## src/rtl/risc_defs.sv

```systemverilog
// risc_defs: shared widths, reset/increment defaults, NOP and fetch FSM encodings for RISC_PROC.
package risc_defs;
    localparam int          DATA_W      = 16;
    localparam logic [15:0] RESET_VEC_D = 16'h0000;
    localparam logic [15:0] PC_INC_D    = 16'h0001;
    localparam logic [15:0] NOP         = 16'h0000;
    localparam logic [1:0]  BOOT        = 2'd0;
    localparam logic [1:0]  FETCH       = 2'd1;
    localparam logic [1:0]  HOLD        = 2'd2;
endpackage

```

## src/rtl/pc_reg.sv

```systemverilog
// pc_reg: program counter with load (priority), modulo-2^16 increment and hold.
module pc_reg
    import risc_defs::*;
#(
    parameter logic [DATA_W-1:0] RESET_VEC = RESET_VEC_D,
    parameter logic [DATA_W-1:0] PC_INC    = PC_INC_D
) (
    input  logic              clk,
    input  logic              rst,
    input  logic              load,
    input  logic              inc,
    input  logic [DATA_W-1:0] load_val,
    output logic [DATA_W-1:0] pc
);
    always_ff @(posedge clk)
        if (rst)       pc <= RESET_VEC;
        else if (load) pc <= load_val;
        else if (inc)  pc <= pc + PC_INC;
endmodule

```

## src/rtl/pc_fetch_unit.sv

```systemverilog
// pc_fetch_unit: IF stage - PC, imem request/ready handshake and IF/ID instruction register.
// Optional FETCH_STALL_CNT_EN adds a saturating stall_cnt of wait/HOLD cycles.
module pc_fetch_unit
    import risc_defs::*;
#(
    parameter logic [DATA_W-1:0] RESET_VEC = RESET_VEC_D,
    parameter logic [DATA_W-1:0] PC_INC    = PC_INC_D
) (
    input  logic              clk,
    input  logic              rst,
    input  logic              stall,
    input  logic              flush,
    input  logic              br_taken,
    input  logic [DATA_W-1:0] br_target,
    output logic              imem_req,
    output logic [DATA_W-1:0] imem_addr,
    input  logic              imem_ready,
    input  logic [DATA_W-1:0] imem_data,
    output logic [DATA_W-1:0] ir,
    output logic              ir_valid,
    output logic [DATA_W-1:0] pc_out,
    output logic [DATA_W-1:0] pc_seq
`ifdef FETCH_STALL_CNT_EN
    ,
    output logic [15:0]       stall_cnt
`endif
);
    logic [1:0]        state, state_n;
    logic [DATA_W-1:0] pc;
    logic              redirect, fire;

    assign redirect  = br_taken && state != BOOT;
    assign fire      = state == FETCH && imem_ready && !br_taken && !flush;
    assign imem_req  = state == FETCH;
    assign imem_addr = pc;
    assign pc_seq    = pc_out + PC_INC;

    pc_reg #(.RESET_VEC(RESET_VEC), .PC_INC(PC_INC)) u_pc (
        .clk(clk), .rst(rst), .load(redirect), .inc(fire), .load_val(br_target), .pc(pc)
    );

    always_comb
        state_n = (state == BOOT || redirect) ? FETCH :
                  state == HOLD               ? (stall ? HOLD : FETCH) :
                  (fire && stall)             ? HOLD : FETCH;

    always_ff @(posedge clk)
        if (rst) begin
            state    <= BOOT;
            ir       <= NOP;
            ir_valid <= 1'b0;
            pc_out   <= RESET_VEC;
        end else begin
            state <= state_n;
            if (fire) begin
                ir     <= imem_data;
                pc_out <= pc;
            end
            // a wait cycle bubbles the IR unless the hazard unit is holding it
            ir_valid <= (redirect || flush)       ? 1'b0 :
                        fire                      ? 1'b1 :
                        (state == FETCH && !stall) ? 1'b0 : ir_valid;
        end

`ifdef FETCH_STALL_CNT_EN
    always_ff @(posedge clk)
        if (rst)
            stall_cnt <= 16'h0000;
        else if (((state == FETCH && !imem_ready) || state == HOLD) && stall_cnt != 16'hFFFF)
            stall_cnt <= stall_cnt + 16'h0001;
`endif
endmodule

```

## config.mk

```make
export PLATFORM = sky130hd
export DESIGN_NAME = pc_fetch_unit
export DESIGN_NICKNAME = d
export VERILOG_FILES = /design/src/rtl/risc_defs.sv /design/src/rtl/pc_reg.sv /design/src/rtl/pc_fetch_unit.sv
export SDC_FILE = /design/constraint.sdc
export NUM_CORES = 1
export LEC_CHECK = 0
export ABC_AREA = 1
export CORE_UTILIZATION = 35
export CTS_CLUSTER_SIZE = 24
export DETAILED_ROUTE_END_ITERATION = 6
export GPL_TIMING_DRIVEN = 0
export PLACE_DENSITY = 0.71
export SYNTH_ARGS = -nofsm -noshare
export SYNTH_HDL_FRONTEND = slang
export SYNTH_SLANG_ARGS = --single-unit
```

## constraint.sdc

```tcl
create_clock -name clk -period 1.7 [get_ports clk]
set_clock_uncertainty 0.1 [all_clocks]
set_input_delay 0.17 -clock clk [delete_from_list [all_inputs] [get_ports clk]]
set_output_delay 0.17 -clock clk [all_outputs]
set_load 0.03 [all_outputs]
```

==> summary.txt <==
Area of the multi-input gates -> 1556 sq um
Num CTS Buffers -> 5
PwrDens -> 610.6 nW/um^2
Cells along the critical path -> ha_4 -> nand2_4 -> inv_4 -> nand2_4 -> nor2_4 -> nand4_4 -> nor2_4 -> xor2_4 -> buf_6
DIE AREA -> 7719 sq um
Max rail drop VDD -> 0.3199 mV
Fraction of registers with async set/reset -> 0%
Die X -> 87.86 um
Worst hold path endpoint -> u_pc.pc[15]$_SDFFE_PP0P_
Row cnt -> 30
Num Clock Sinks -> 51
Leak Pwr -> 0.001885 uW
Final ANT Viol Nets -> 0
Number of global-route vias before repair -> 2799
Wire length per cell -> 13.77 um
Reg2Reg Capture Point -> u_pc.pc[9]$_SDFFE_PP0P_
IO Port Bufs -> 102
CP Launch Point -> pc_out[0]$_SDFFE_PP0P_
Register clock-pin slew on the reported worst setup and hold paths -> 0.09 ns
Hold WC Path Type -> input port to register
Congestion Overflow GR -> 0
H-tree depth -> 2
Cells after DPL -> 576
Critical Path End Type -> output pin
Antenna fix cells -> 0
Yosys warns -> 0
CTS Buffer Depth -> 2
Hold Startpoint -> rst
Startpoint Class -> register
Area contributors post-synth -> dfxtp_1, nand2_1, nor2_1
Synthesis-to-finish area growth -> 61.78%
Fmax -> 0.5156 GHz
Clk root buf -> clkbuf_8
Routed vias/inst -> 4.962
Num ports -> 104
WP data arrival -> 1.67 ns
Syn Nets -> 418
Largest net degree at the start of global routing -> 17
Reg2Reg Depth -> 8
Synth Instances -> 378
Final nets -> 541
R2R Path Start -> u_pc.pc[5]$_SDFFE_PP0P_
WS Path Type -> register to output pin
Setup slack after layout -> -0.2396 ns
Worst-skew pair later-pin latency -> 0.30 ns
Syn Std Cell Area -> 2580 sq um
Drt drc -> 0
Yosys top cell area share -> 39.57%
Routability congestion estimate -> 0.8806
Fin crit period -> 1.940 ns
Worst slew margin -> 64.38%
Fin. max-slew vios -> 0
Setup TNS -> -1.571 ns
# setup viols final -> 11
Hold Vio Cnt, Final -> 0
Post-synth EDFFs -> 0
CTS tree -> done
Cell variety after synth -> 29
Max cap viols -> 0
Worst Hold Path Cells -> 2
Status -> complete, but fails checks
Hpwl dp -> 5979 um
First-pass GRT wire length -> 13030 um
Worst-path maximum fanout -> 3
Initial DRC count -> 129
Post-synthesis sequential area ratio -> 39.57%
Post-Route WL -> 8233 um
Cell with the most instances after synthesis -> nand2_1
Hold buffers post-CTS -> 0
Commonest cells in the synthesized netlist -> nand2_1, nor2_1, dfxtp_1, o21ai_0, inv_1
DR pass1 iterations -> 4
Filler cell count -> 659
Share of layout cells above drive strength 1 -> 19.52%
Core box area -> 6944 sq um
GRT Resource Usage Total -> 21.34%
Failing checks -> setup timing
Main flop type after synthesis -> dfxtp_1
FF-to-FF setup slack -> 0.17 ns
Starting Density -> 37.15%
Post-route insts no fill -> 598
Post-layout util -> 60.11%
Least-Margin Pin Slew -> 0.5343 ns
Initial antenna violation count -> 0
Vias -> 2967
Yosys reg bits -> 51
Unrepaired setup endpoints after global routing -> yes
Dominant cell type by area after synthesis -> dfxtp_1
Avg Cell Area, Syn -> 6.825 sq um
Critical Path RT -> 1.43 ns
Crit path largest cell delay -> 0.38 ns
Ratio of final minimum period to clock period -> 114.1%
Sequential cell area -> 1057 sq um
Worst path slowest cell -> dfxtp_4
Die H -> 87.86 um
## area by class of cell
| cell class | instances | area share (%) |
|---|---|---|
| Inverter | 38 | 3.477 |
| Buffer | 16 | 1.888 |
| Timing Repair Buffer | 116 | 26.77 |
| Tap cell | 96 | 2.878 |
| Clock buffer | 6 | 1.978 |
| Clock inverter | 2 | 0.3897 |
| Multi-Input combinational cell | 273 | 37.29 |
| Sequential cell | 51 | 25.33 |
## report_power, final
group	internal [uW]	switching (uW)	leakage (uW)	total [uW]
sequential	1230	57.2	0.000424	1290
combinational	225	291	0.00141	516
clock	333	408	0.0000474	741
## cell usage in the layout, fill, tap and decap left out, types with 8 or more instances in the layout
cell type        netlist  layout
o21ai_0               40      40
buf_4                  2      16
dfxtp_1               51      36
dlygate4sd2_1          0      23
buf_6                  0      12
dfxtp_2                0       8
a21oi_1               30      30
nor2_1                58      57
inv_1                 37      35
clkdlybuf4s50_1        0      59
nand3_1               20      18
nand2_1               76      71
## kinds of logic (layout without fill, tap and decap cells)
| family | count (synthesis) | after routing | synth area share, % |
|---|---|---|---|
| simple gates | 178 | 178 | 30.26 |
| compound gates | 79 | 79 | 15.96 |
| buf+inv | 54 | 178 | 8.487 |
| flops | 51 | 51 | 39.57 |
| xor+xnor | 14 | 14 | 4.753 |
| fa+ha+maj | 2 | 2 | 0.9698 |
## worst max-delay path by stage
stage,cells past startpoint,to
2_1_floorplan,8,pc_seq[12]
3_3_place_gp,9,pc_seq[12]
3_5_place_dp,9,pc_seq[12]
4_1_cts,9,pc_seq[12]
5_1_grt,9,pc_seq[12]
6_report,9,pc_seq[12]
## what timing repair did
item | in CTS | in global routing
pin swaps | 9 | 11
gates resized for setup | 127 | 32
endpoints found under the setup margin | 34 | 25
buffers inserted | 11 | 3
## stage by stage
step / worst slack [ns] / hold WS [ns] / total power, uW / instance area [sq um]
2_1_floorplan: -0.09421 / 0.1476 / 1591 / 2699
3_3_place_gp: -0.5800 / 0.3630 / 1838 / 3840
3_5_place_dp: -0.5950 / 0.3727 / 1845 / 3840
4_1_cts: -0.2775 / 0.1261 / 2563 / 4048
5_1_grt: -0.3148 / 0.1983 / 2652 / 4174
6_report: -0.2396 / 0.1319 / 2549 / 4174
## routing by layer
metal / GRT usage, % / part of all wire, % / vias to the layer above
met5: 0 / 0 / -
met4: 7.750 / 1.7 / 0
met3: 3.205 / 5.0 / 11
met2: 35.73 / 49 / 99
met1: 27.86 / 44 / 1383
li1: - / - / 1474
## worst max-delay path: cells and delay by family, from the launching register on
family                   cells  cell delay [ns]
flip-flops                   1             0.38
buffers and inverters        2             0.20
adder cells (fa/ha/maj)      1             0.15
XOR/XNOR                     1             0.15
AND/OR/NAND/NOR              5             0.48
(Power assumes the default switching activity.)
